[config.mk]
export PLATFORM = sky130hd
export DESIGN_NAME = qerv_bufreg_w
export DESIGN_NICKNAME = d
export VERILOG_FILES = /design/src/rtl/qerv_pkg.sv /design/src/rtl/qerv_shalign.sv /design/src/rtl/qerv_bufreg_w.sv
export SDC_FILE = /design/constraint.sdc
export NUM_CORES = 1
export LEC_CHECK = 0
export ABC_AREA = 1
export CAP_MARGIN = 20
export CORE_MARGIN = 4
export CORE_UTILIZATION = 47
export CTS_CLUSTER_DIAMETER = 30
export DETAILED_ROUTE_END_ITERATION = 7
export GPL_TIMING_DRIVEN = 0
export PLACE_DENSITY = 0.95
export SLEW_MARGIN = 30
export SYNTH_ARGS = -nofsm -noshare
export SYNTH_HDL_FRONTEND = slang
export SYNTH_SLANG_ARGS = --single-unit
export TNS_END_PERCENT = 20
[constraint.sdc]
create_clock -name i_clk -period 2.7 [get_ports i_clk]
set_clock_uncertainty 0.2 [all_clocks]
set_input_delay 0.27 -clock i_clk [delete_from_list [all_inputs] [get_ports i_clk]]
set_output_delay 0.27 -clock i_clk [all_outputs]
set_load 0.01 [all_outputs]
[src/rtl/qerv_pkg.sv]
// rtl/qerv_pkg.sv - shared constants and helpers for the W-bit buffer register
package qerv_pkg;

  localparam int XLEN = 32;

  // Access size encodings on i_size
  localparam logic [1:0] SZ_B = 2'd0;
  localparam logic [1:0] SZ_H = 2'd1;
  localparam logic [1:0] SZ_W = 2'd2;

  // Enabled beats needed to move one XLEN word at w bits per beat
  function automatic int beats(input int w);
    return XLEN / w;
  endfunction

endpackage

[src/rtl/qerv_shalign.sv]
// rtl/qerv_shalign.sv - sub-beat shift alignment with carried-over residual bits
module qerv_shalign
  import qerv_pkg::*;
#(
  parameter  int W  = 4,
  localparam int LB = $clog2(W)
) (
  input  logic          i_clk,
  input  logic          i_rst_n,
  input  logic          i_en,
  input  logic          i_cnt0,
  input  logic          i_shift_op,
  input  logic          i_right_shift_op,
  input  logic [LB:0]   i_shamt_lsb,
  input  logic [W-1:0]  i_data_lsb,
  output logic [W-1:0]  o_q
);

  localparam int          SW  = LB + 1;
  localparam logic [LB:0] W_L = SW'(W);

  logic [LB:0]    s;
  logic [2*W-1:0] wide;
  logic [2*W-1:0] residual_q;
  logic [2*W-1:0] residual_d;

  // Shift amount within a beat; a right shift by k is a left shift by W-k
  // of the word as it streams, with zero meaning no realignment at all.
  always_comb begin
    s = '0;
    if (i_shift_op) begin
      if (!i_right_shift_op) begin
        s = i_shamt_lsb;
      end else if (i_shamt_lsb != '0) begin
        s = W_L - i_shamt_lsb;
      end
    end
  end

  assign wide = {{W{1'b0}}, i_data_lsb} << s;

  // Residual keeps the bits pushed past this beat for the next one; a new
  // pass clears it unless a beat is being consumed at the same time.
  always_comb begin
    residual_d = residual_q;
    if (i_cnt0) begin
      residual_d = '0;
    end
    if (i_en) begin
      residual_d = wide;
    end
  end

  // Residual register
  always_ff @(posedge i_clk) begin
    if (!i_rst_n) begin
      residual_q <= '0;
    end else begin
      residual_q <= residual_d;
    end
  end

  assign o_q = i_en ? (wide[W-1:0] | residual_q[2*W-1:W]) : '0;

endmodule

[src/rtl/qerv_bufreg_w.sv]
// rtl/qerv_bufreg_w.sv - W-bit-per-beat buffer register for address and shift data
module qerv_bufreg_w
  import qerv_pkg::*;
#(
  parameter  int W   = 4,
  parameter  int MDU = 0,
  parameter  int ROT = 0,
  localparam int LB  = $clog2(W)
) (
  input  logic          i_clk,
  input  logic          i_rst_n,
  input  logic          i_cnt0,
  input  logic          i_en,
  input  logic          i_init,
  input  logic          i_mdu_op,
  input  logic          i_rs1_en,
  input  logic          i_imm_en,
  input  logic          i_clr_lsb,
  input  logic          i_shift_op,
  input  logic          i_right_shift_op,
  input  logic          i_sh_signed,
  input  logic          i_rot_op,
  input  logic [1:0]    i_size,
  input  logic [W-1:0]  i_rs1,
  input  logic [W-1:0]  i_imm,
  input  logic [LB:0]   i_shamt_lsb,
  output logic [W-1:0]  o_q,
  output logic [1:0]    o_lsb,
  output logic          o_misalign,
  output logic          o_last,
  output logic [31:0]   o_dbus_adr,
  output logic [31:0]   o_ext_rs1
);

  if (!(W == 1 || W == 2 || W == 4 || W == 8)) begin : g_bad_w
    $error("qerv_bufreg_w: W must be 1, 2, 4 or 8");
  end

  localparam int            BW        = 5 - LB;
  localparam logic [BW-1:0] LAST_BEAT = BW'(beats(W) - 1);
  localparam logic          ROT_EN    = (ROT != 0);
  localparam logic          MDU_EN    = (MDU != 0);

  logic [31:0]   data_q, data_d;
  logic          c_q, c_d;
  logic [1:0]    lsb_q, lsb_d;
  logic [BW-1:0] beat_q, beat_d;
  logic [W-1:0]  rs1_g, imm_g, q, fill;
  logic [W:0]    sum;

  // Serial adder slice; carry only survives into an enabled following beat
  always_comb begin
    rs1_g = i_rs1_en ? i_rs1 : '0;
    imm_g = i_imm_en ? i_imm : '0;
    if (i_cnt0 && i_clr_lsb) begin
      imm_g[0] = 1'b0;
    end
    sum = {1'b0, rs1_g} + {1'b0, imm_g} + {{W{1'b0}}, c_q};
    q   = sum[W-1:0];
    c_d = sum[W] & i_en;
  end

  // Bits entering the top of the word: adder, rotate, sign or zero
  always_comb begin
    if (i_init) begin
      fill = q;
    end else if (ROT_EN && i_rot_op) begin
      fill = data_q[W-1:0];
    end else if (i_sh_signed) begin
      fill = {W{data_q[31]}};
    end else begin
      fill = '0;
    end
  end

  // Word shift and beat counter; a first beat resynchronises the count
  always_comb begin
    data_d = data_q;
    beat_d = beat_q;
    if (i_en) begin
      data_d = {fill, data_q[31:W]};
      if (i_cnt0) begin
        beat_d = BW'(1);
      end else if (beat_q == LAST_BEAT) begin
        beat_d = '0;
      end else begin
        beat_d = beat_q + BW'(1);
      end
    end
  end

  if (W == 1) begin : g_lsb_serial
    // One address bit per beat: bit 0 on the first beat, bit 1 on the second
    always_comb begin
      lsb_d = lsb_q;
      if (i_en && i_cnt0) begin
        lsb_d[0] = q[0];
      end
      if (i_en && beat_q == BW'(1)) begin
        lsb_d[1] = q[0];
      end
    end
  end else begin : g_lsb_wide
    // Both address bits come out of the first beat
    always_comb begin
      lsb_d = lsb_q;
      if (i_en && i_cnt0) begin
        lsb_d = q[1:0];
      end
    end
  end

  // State registers
  always_ff @(posedge i_clk) begin
    if (!i_rst_n) begin
      data_q <= '0;
      c_q    <= 1'b0;
      lsb_q  <= '0;
      beat_q <= '0;
    end else begin
      data_q <= data_d;
      c_q    <= c_d;
      lsb_q  <= lsb_d;
      beat_q <= beat_d;
    end
  end

  qerv_shalign #(.W(W)) u_shalign (
    .i_clk            (i_clk),
    .i_rst_n          (i_rst_n),
    .i_en             (i_en),
    .i_cnt0           (i_cnt0),
    .i_shift_op       (i_shift_op),
    .i_right_shift_op (i_right_shift_op),
    .i_shamt_lsb      (i_shamt_lsb),
    .i_data_lsb       (data_q[W-1:0]),
    .o_q              (o_q)
  );

  // Alignment check against the captured address bits
  always_comb begin
    case (i_size)
      SZ_B:    o_misalign = 1'b0;
      SZ_H:    o_misalign = lsb_q[0];
      SZ_W:    o_misalign = |lsb_q;
      default: o_misalign = 1'b0;
    endcase
  end

  assign o_lsb      = (MDU_EN && i_mdu_op) ? 2'b00 : lsb_q;
  assign o_last     = i_en & (beat_q == LAST_BEAT);
  assign o_dbus_adr = {data_q[31:2], 2'b00};
  assign o_ext_rs1  = {data_q[31:2], lsb_q};

endmodule

* Word level (Yosys, flattened, before mapping)
Index checks and enable logic that the tools add are counted.
Word-level totals: bits of input ports 26, word-level logic and storage cells 38, register bits 46, output and inout port bits 72
Cells by class: shifts and indexed selects 1, reductions and logical operators 6, add/subtract/negate cells 4, bitwise gates (word level) 3, equality and inequality tests 4, mux-type cells 14
Operators by type and width (count):
- 2-to-1 mux 4 bit | 5
- 2-to-1 mux 8 bit | 2
- 2-to-1 mux 3 bit | 5
- << shifter 4 x 3 -> 8 bit | 1
- adder 4 x 4 -> 5 bit | 1
- adder 5 x 1 -> 5 bit | 1
- OR 4 bit | 1
- adder 3 x 1 -> 3 bit (second input constant) | 1
- equality test 3 bit (second input constant) | 1
- nonzero test 3 bit | 1
- subtractor 3 bit (first input constant) | 1
- AND 1 bit | 2
- equality test 2 x 1 -> 1 bit (second input constant) | 1
- equality test 2 bit (second input constant) | 1
- logical AND 1 bit | 2
- inequality test 2 bit (second input constant) | 1
- case mux 1 bit (2 select lines) | 1
- AND reduction 2 bit | 1
- nonzero test 2 bit | 1
- OR reduction 2 bit | 1
- 2-to-1 mux 1 bit | 1

* Logic depth before layout (Yosys ltp)
Gate-level depths: netlist (run 1).
depth in word-level cells 7, mapped depth 10, depth with buffers taken out 9

* By module
A second synthesis (run 1) with hierarchy kept.
Unflattened totals: cell total of the unflattened synthesis 349, area total of the unflattened synthesis 2492.4 um^2
By module, submodules not included:
- qerv_bufreg_w | cells an instance 276, seq. area each 760.7 um^2, area each 2104.5 um^2, times used 1
- qerv_shalign | cells an instance 73, seq. area each 80.1 um^2, area each 387.9 um^2, times used 1

* Least setup slack after synthesis (run 1)
Ideal clock, no wire load.
path type input -> output, from in i_shamt_lsb[1], to out o_q[2], path buffers 1, stages on the path 9, setup slack 0.928 ns, arrival 1.302 ns, required time 2.230 ns, cells stage by stage inv_1 ha_1 inv_1 nand2_1 nand3_1 buf_4 nand3_1 o211ai_1 a21oi_1
On the way: word-level cells in the longest chain between the ends 7, elaborated cells on any way between the ends 8, those cells by class add/sub (1); shift (1); mux (4); bitwise (1); reduce/logical (1)
RTL lines:
- from (decl) | line qerv_bufreg_w.sv:26 | input logic [LB:0] i_shamt_lsb,
- subtractor 3 bit / nonzero test 3 bit (equally long branches) | line qerv_shalign.sv:35, qerv_shalign.sv:34
- 2-to-1 mux 3 bit | line qerv_shalign.sv:34 | end else if (i_shamt_lsb != '0) begin
- 2-to-1 mux 3 bit (*) | line qerv_shalign.sv:32 | if (!i_right_shift_op) begin
- 2-to-1 mux 3 bit (*) | line qerv_shalign.sv:31 | if (i_shift_op) begin
- << shifter 4 x 3 -> 8 bit (*) | line qerv_shalign.sv:40 | assign wide = {{W{1'b0}}, i_data_lsb} << s;
- OR 4 bit (*) | line qerv_shalign.sv:63 | assign o_q = i_en ? (wide[W-1:0] | residual_q[2*W-1:W]) : '0;
- 2-to-1 mux 4 bit (*) | line qerv_shalign.sv:63
- to (decl) | line qerv_bufreg_w.sv:27 | output logic [W-1:0] o_q,
Mark *: on every way between the ends. The rest lies on a longest branch, timed or not.

* Final worst setup path (run 1)
Same ends and word-level chain as after synthesis.

==> metrics.md, run 1 <==
| Metric | Value |
|---|---|
| Max frequency | `385 MHz` |
| M2 GR Usage | `36.5%` |
| GR Util met3 | `4.71%` |
| Critical Path AT | `2130 ps` |
| Required time of the critical path | `2230 ps` |
| GRT Residual Overflow | `0` |
| Total chip power | `0.00152 W` |
| DP HPWL | `4870 um` |
| First-pass GRT wire length | `9770 um` |
| Port bufs | `92` |
| HP Class | `input port to flip-flop` |
| Initial antenna violation count | `0` |
| Max Transition Viols Final | `0` |
| Power Density | `429 mW/mm^2` |
| Period Utilization, post-route | `96.2%` |
| Die Area | `0.00643 mm^2` |
| Clock Latency Late Sink | `290 ps` |
| Layout cells sized above 1 | `17.6%` |
| First DRT Iteration DRCs | `142` |
| CTS Sinks | `42` |
| CTS tree | `built` |
| CTS clk-pin slew, worst paths | `70 ps` |
| Detailed Route WL | `6000 um` |
| Outcome | `completed` |
| Placed instance count | `505` |
| Avg Cell Area, Syn | `7.16 um^2` |
| Number of I/O pins | `98` |
| CP Capture Type | `primary output` |
| Area leader, netlist | `dfxtp_1` |
| Cells after synthesis | `342` |
| Crit path cell chain | `clkdlybuf4s50_1 > inv_1 > ha_1 > inv_1 > nand2_1 > nand3_1 > buf_4 > nand3_1 > o211ai_1 > a21oi_1 > dlygate4sd2_1` |
| Max VDD drop | `257 uV` |
| Buf/Inv on CP | `5` |
| Tot GR Track Use | `18.9%` |
| Largest net degree at the start of global routing | `13` |
| Core area | `0.00507 mm^2` |
| FF+latch count, synth | `42` |
| Crit Path Category | `input port to primary output` |
| Cell leakage power | `1.70 nW` |
| Num CTS Buffers | `5` |
| Peak-usage layer in the global routing report | `met2` |
| Die height | `80.2 um` |
| Distinct cells, synth | `22` |
| Synth warn | `0` |
| Fill count | `448` |
| Post-synthesis sequential area ratio | `34.3%` |
| Rows | `26` |
| Share of Yosys cell area claimed by the top area cell type | `34.3%` |
| Antenna cells | `0` |
| Via/cell ratio | `4.59` |
| Area delta synth->final | `44.9%` |
| WL/cell | `11.7 um` |
| Endpoints failing hold | `0` |
| Nets | `478` |
| Antenna-violating nets left | `0` |
| Clock root buffer | `clkbuf_8` |
| Core Util, Final | `70.0%` |
| GR Layer Usage met1 | `19.2%` |
| Most common cell after layout, fill and taps aside | `clkdlybuf4s50_1` |
| Register-to-register setup slack | `830 ps` |
| Startpoint types | `input port` |
| Drt drc | `0` |
| Most frequent cells in the layout | `87 x clkdlybuf4s50_1, 65 x buf_4, 62 x nor2_1, 42 x dfxtp_1, 39 x nand2_1` |
| Crit-path slowest cell | `clkdlybuf4s50_1` |
| Crit Path Max Fanout | `10` |
| Final Setup Violations | `0` |
| Max_cap viols | `0` |
| Vias in the first global route | `2,278` |
| Fin crit period | `2600 ps` |
| H-tree depth | `2` |
| RSZ-0062 raised after global routing | `no` |
| Ranking of synthesized cells by area | `dfxtp_1 34%, buf_4 20%, nor2_1 9.5%, o21ai_0 7.6%, nand2_1 6.0%` |
| Vias | `2,355` |
| Final Instance Count excl. Fillers | `513` |
| Netlist Area Pre-Place | `0.00245 mm^2` |
| Clock Path Buffers | `2` |
| TritonRoute pass-1 iters | `4` |
| GP Congestion | `0.834` |
| Max stage delay on crit path | `490 ps` |
| Setup bufs post-CTS | `0` |
| Initial core utilization | `48.3%` |
| Crit path max-delay family | `buffers and inverters` |
| Die Wd | `80.2 um` |
-- flip-flops by register name, indices dropped and copies added (netlist names) --
name and count:
data_q 32, c_q 1, o_lsb 2, u_shalign.residual_q 4, beat_q 3
-- cell type report --
cell class | count | area [um^2] | share of cell area, %
Buffer | 76 | 534 | 15.0
Clock buffer | 7 | 86.3 | 2.43
Clock inverter | 1 | 5.00 | 0.141
Inverter | 28 | 105 | 2.96
Multi-Input combinational cell | 197 | 973 | 27.4
Sequential cell | 42 | 841 | 23.7
Tap cell | 70 | 87.6 | 2.47
Timing Repair Buffer | 92 | 918 | 25.9
-- synthesized netlist by cell type --
master,number
o21a_1,2
clkbuf_1,7
fa_1,2
xor2_1,1
dfxtp_1,42
nor2_1,62
a21oi_1,21
inv_1,28
o211ai_1,4
conb_1,1
buf_4,65
a211oi_1,1
or2_2,1
nor3_1,2
nand3b_1,1
nand4_1,1
nand2_1,39
nand3_1,12
o21ai_1,1
ha_1,8
buf_2,4
o21ai_0,37
-- timing repair --
action | 4_1_cts | 5_1_grt
pin swaps | 0 | 0
hold buffers | 0 | 0
endpoints found under the setup margin | 3 | 4
cloned | 0 | 0
hold endpoints to repair | 0 | 0
gates resized for setup | 3 | 4
-- through the flow --
stage / hold WS [ps] / cell area (um^2) / setup TNS [ps] / setup WS [ps]
finish: 196 / 3550 / 0 / 101
global route: 232 / 3550 / 0 / 11.4
CTS: 189 / 3550 / 0 / 5.36
detailed placement: 259 / 3460 / -537 / -207
global placement: 252 / 3460 / -425 / -177
floorplan: 208 / 2450 / 0 / 928
-- worst reg2reg max path: stages (launching register included) --
cell     delay (ps)
dfxtp_1         310
inv_1            60
fa_1            430
inv_1           100
fa_1            430
o21ai_0         180
nor2_1           50
-- power breakdown --
part | switching, W | internal [W] | leakage [nW] | total, W
clock network | 0.000207 | 0.000206 | 0.0482 | 0.000414
registers | 0.0000346 | 0.000655 | 0.346 | 0.000690
logic | 0.000176 | 0.000245 | 1.31 | 0.000420
-- layer usage --
layer	share of wire, %	vias up
met4	2.2	0
li1	-	1224
met5	0	-
met1	39	1046
met2	52	74
met3	7.3	11
-- kinds of logic (layout without fill, tap and decap cells) --
kind of cell / Yosys count / after routing / synth area share, %
buf+inv: 104 / 204 / 26.1
other cells: 1 / 2 / 0.153
flops: 42 / 42 / 34.3
compound gates: 66 / 66 / 14.2
fa+ha+maj: 10 / 10 / 5.72
simple gates: 118 / 118 / 19.2
xor+xnor: 1 / 1 / 0.358
-- worst paths after layout --
| path | cells past startpoint | endpoint | startpoint |
|---|---|---|---|
| setup / recovery | 11 | o_q[2] | i_shamt_lsb[1] |
| hold / removal | 3 | beat_q[0]$_SDFFE_PN0P_ | i_en |
| setup reg to reg | 6 | o_lsb[1]$_SDFFE_PN0P_ | c_q$_SDFF_PN0_ |
| hold reg to reg | 2 | u_shalign.residual_q[4]$_SDFFE_PN0P_ | u_shalign.residual_q[4]$_SDFFE_PN0P_ |
Note: power is estimated with default switching activity, not from simulation.
==> run 2, diff against run 1 <==
--- a/config.mk
+++ b/config.mk
@@ -8,11 +8,11 @@
 export ABC_AREA = 1
 export CAP_MARGIN = 20
 export CORE_MARGIN = 4
-export CORE_UTILIZATION = 47
+export CORE_UTILIZATION = 39
 export CTS_CLUSTER_DIAMETER = 30
 export DETAILED_ROUTE_END_ITERATION = 7
 export GPL_TIMING_DRIVEN = 0
-export PLACE_DENSITY = 0.95
+export PLACE_DENSITY = 0.83
 export SLEW_MARGIN = 30
 export SYNTH_ARGS = -nofsm -noshare
 export SYNTH_HDL_FRONTEND = slang
==> run 2 against run 1 <==
- register-to-register slack better by 60 ps
- critical path type unchanged
- largest cell class unchanged
- largest power group unchanged
- worst hold slack hardly changed
- clock power grew 20%
- combinational power is essentially flat
- cell area rose by 0.56%
==> metrics.md, run 2 (synthesis results as in run 1) <==
| Metric | Value |
|---|---|
| Hold EP | `data_q[28]$_SDFFE_PN0P_` |
| Max_cap viols | `0 (unchanged)` |
| Drt drc | `0 (unchanged)` |
| First-pass GRT wire length | `9830 um (+0.63%)` |
| Crit Path Max Fanout | `10 (unchanged)` |
| Initial core utilization | `40.9% (-7.4 points)` |
| Rows | `28 (+7.7%)` |
| Most common cell after layout, fill and taps aside | `clkdlybuf4s50_1` |
| Power Density | `450 mW/mm^2 (+4.8%)` |
| WL/cell | `11.5 um (-1.6%)` |
| Die Wd | `87.3 um (+8.8%)` |
| GP Congestion | `0.795 (-4.7%)` |
| Most frequent cells in the layout | `88 x clkdlybuf4s50_1, 65 x buf_4, 62 x nor2_1, 42 x dfxtp_1, 39 x nand2_1` |
| Hold wc startpoint | `i_en` |
| Via/cell ratio | `4.55 (-0.88%)` |
| Period Utilization, post-route | `94.2% (-2.1 points)` |
| CTS Sinks | `42 (unchanged)` |
| Hold depth | `3 (unchanged)` |
| Final Setup Violations | `0 (unchanged)` |
| Core Util, Final | `59.6% (-10 points)` |
| Number of I/O pins | `98 (unchanged)` |
| Register-to-register setup slack | `890 ps (+60 ps)` |
| Biggest regs | `data_q: 32 flops, u_shalign.residual_q: 4 flops, beat_q: 3 flops` |
| Clock power share | `31.0% (+3.8 points)` |
| Vias in the first global route | `2,161 (-5.1%)` |
| Cell-internal power | `0.00118 W (+6.3%)` |
| Max VDD drop | `277 uV (+8.0%)` |
| RSZ-0062 raised after global routing | `no` |
| Die height | `87.3 um (+8.8%)` |
| Startpoint types | `input port` |
| Reg2reg end | `o_lsb[1]$_SDFFE_PN0P_` |
| Switch share | `26.8% (-0.59 points)` |
| Layout cells sized above 1 | `17.8% (+0.23 points)` |
| Clock Path Buffers | `2 (unchanged)` |
| TritonRoute pass-1 iters | `4 (unchanged)` |
| Max frequency | `393 MHz (+2.2%)` |
| Accumulated negative setup slack | `0 ps (unchanged)` |
| Cell leakage power | `1.69 nW (-0.72%)` |
| Area delta synth->final | `45.8%` |
| First DRT Iteration DRCs | `153 (+7.7%)` |
| Crit Path Category | `input port to primary output` |
| Initial antenna violation count | `0 (unchanged)` |
| Fill count | `552 (+23%)` |
| Reg2Reg Depth | `6 (unchanged)` |
| HP Class | `input port to flip-flop` |
| Detailed Route WL | `5960 um (-0.60%)` |
| Nets | `478 (unchanged)` |
| Critical Path AT | `2070 ps (-60 ps)` |
| Max Transition Viols Final | `0 (unchanged)` |
| Worst r2r src | `c_q$_SDFF_PN0_` |
| Vias | `2,357 (+0.085%)` |
| GRT Residual Overflow | `0 (unchanged)` |
| P_sw | `0.000431 W (+3.1%)` |
| Clock Latency Late Sink | `300 ps (about the same)` |
| Number of flip-flops in the largest register | `32 (unchanged)` |
| Largest Register | `data_q` |
| CP Capture Type | `primary output` |
| Endpoints failing hold | `0 (unchanged)` |
| Seq pwr share | `42.9% (-2.4 points)` |
| Total chip power | `0.00161 W (+5.4%)` |
| Num CTS Buffers | `5 (unchanged)` |
| Tot GR Track Use | `16.0% (-2.8 points)` |
| Clock root buffer | `clkbuf_8` |
| Setup WS post-layout | `157 ps (+55.5 ps)` |
| Post-Place Setup Slack | `-241 ps (-34.7 ps)` |
| CTS clk-pin slew, worst paths | `80 ps (about the same)` |
| Fin crit period | `2540 ps (-55.5 ps)` |
| H-tree depth | `2 (unchanged)` |
| Port bufs | `92 (unchanged)` |
| Part of the power in combinational logic | `26.0% (-1.6 points)` |
| Largest net degree at the start of global routing | `14 (+1)` |
| Die Area | `0.00761 mm^2 (+18%)` |
| Fin Hold WS | `196 ps (-0.282 ps)` |
| Required time of the critical path | `2230 ps (about the same)` |
| Antenna cells | `0 (unchanged)` |
| Core area | `0.00599 mm^2 (+18%)` |
| Outcome | `completed` |
| Hold Buf Count CTS | `0 (unchanged)` |
| CTS tree | `built` |
| DP HPWL | `4800 um (-1.4%)` |
| Antenna-violating nets left | `0 (unchanged)` |
-- run 2: changes by cell type in the layout (fill, tap and decap cells not counted) --
cell / change
clkinv_2: -1
clkdlybuf4s15_1: +1
clkdlybuf4s50_1: +1
dlymetal6s2s_1: -1
bufinv_16: +1
clkbuf_8: -1
clkbuf_2: +1
dlygate4sd2_1: -2
clkinvlp_4: +1
-- run 2: power groups by stage --
stage | logic (W) | clock network (W) | registers [W]
floorplan | 0.000232 | 0 | 0.000694
global placement | 0.000413 | 0 | 0.000703
detailed placement | 0.000423 | 0 | 0.000705
CTS | 0.000422 | 0.000501 | 0.000690
global route | 0.000461 | 0.000532 | 0.000696
finish | 0.000418 | 0.000498 | 0.000689
-- run 2: worst max-delay path: stages --
cell and delay, ps:
clkdlybuf4s50_1 520, inv_1 60, ha_1 280, inv_1 50, nand2_1 70, nand3_1 130
buf_4 180, nand3_1 80, a21oi_1 150, clkdlybuf4s15_1 270
-- run 2: worst max-delay path by stage --
stage / start / cells past startpoint / end / slack [ps]
finish: i_shamt_lsb[0] / 10 / o_q[1] / 160
global route: i_shamt_lsb[0] / 10 / o_q[1] / 10
CTS: i_shamt_lsb[0] / 10 / o_q[0] / 20
detailed placement: i_shamt_lsb[0] / 11 / o_q[3] / -240
global placement: i_shamt_lsb[0] / 11 / o_q[3] / -180
floorplan: i_shamt_lsb[1] / 9 / o_q[2] / 930
-- run 2: final cells by class --
type,instances,area (um^2),share of cell area [%]
Inverter,28,105,2.94
Timing Repair Buffer,92,913,25.6
Buffer,76,534,15.0
Clock inverter,2,37.5,1.05
Clock buffer,6,72.6,2.03
Tap cell,75,93.8,2.63
Sequential cell,42,841,23.5
Multi-Input combinational cell,197,973,27.3
-- run 2: metal layers --
metal / global-route usage (%) / vias to the layer above / wire (um)
met5: 0 / - / 0
met4: 3.35 / 0 / 53
met3: 5.96 / 6 / 529
met2: 28.2 / 72 / 2990
met1: 18.6 / 1057 / 2390
li1: - / 1222 / -
-- run 2: per-stage QoR --
step	cells	cell area, um^2
CTS	518	3570
global route	518	3570
global placement	510	3470
detailed placement	510	3470
floorplan	343	2450
finish	518	3570
-- run 2: repair_timing --
| action | CTS | global route |
|---|---|---|
| setup endpoints to repair | 3 | 4 |
| gates resized for setup | 3 | 6 |
| hold endpoints to repair | 0 | 0 |
| setup buffers | 0 | 0 |
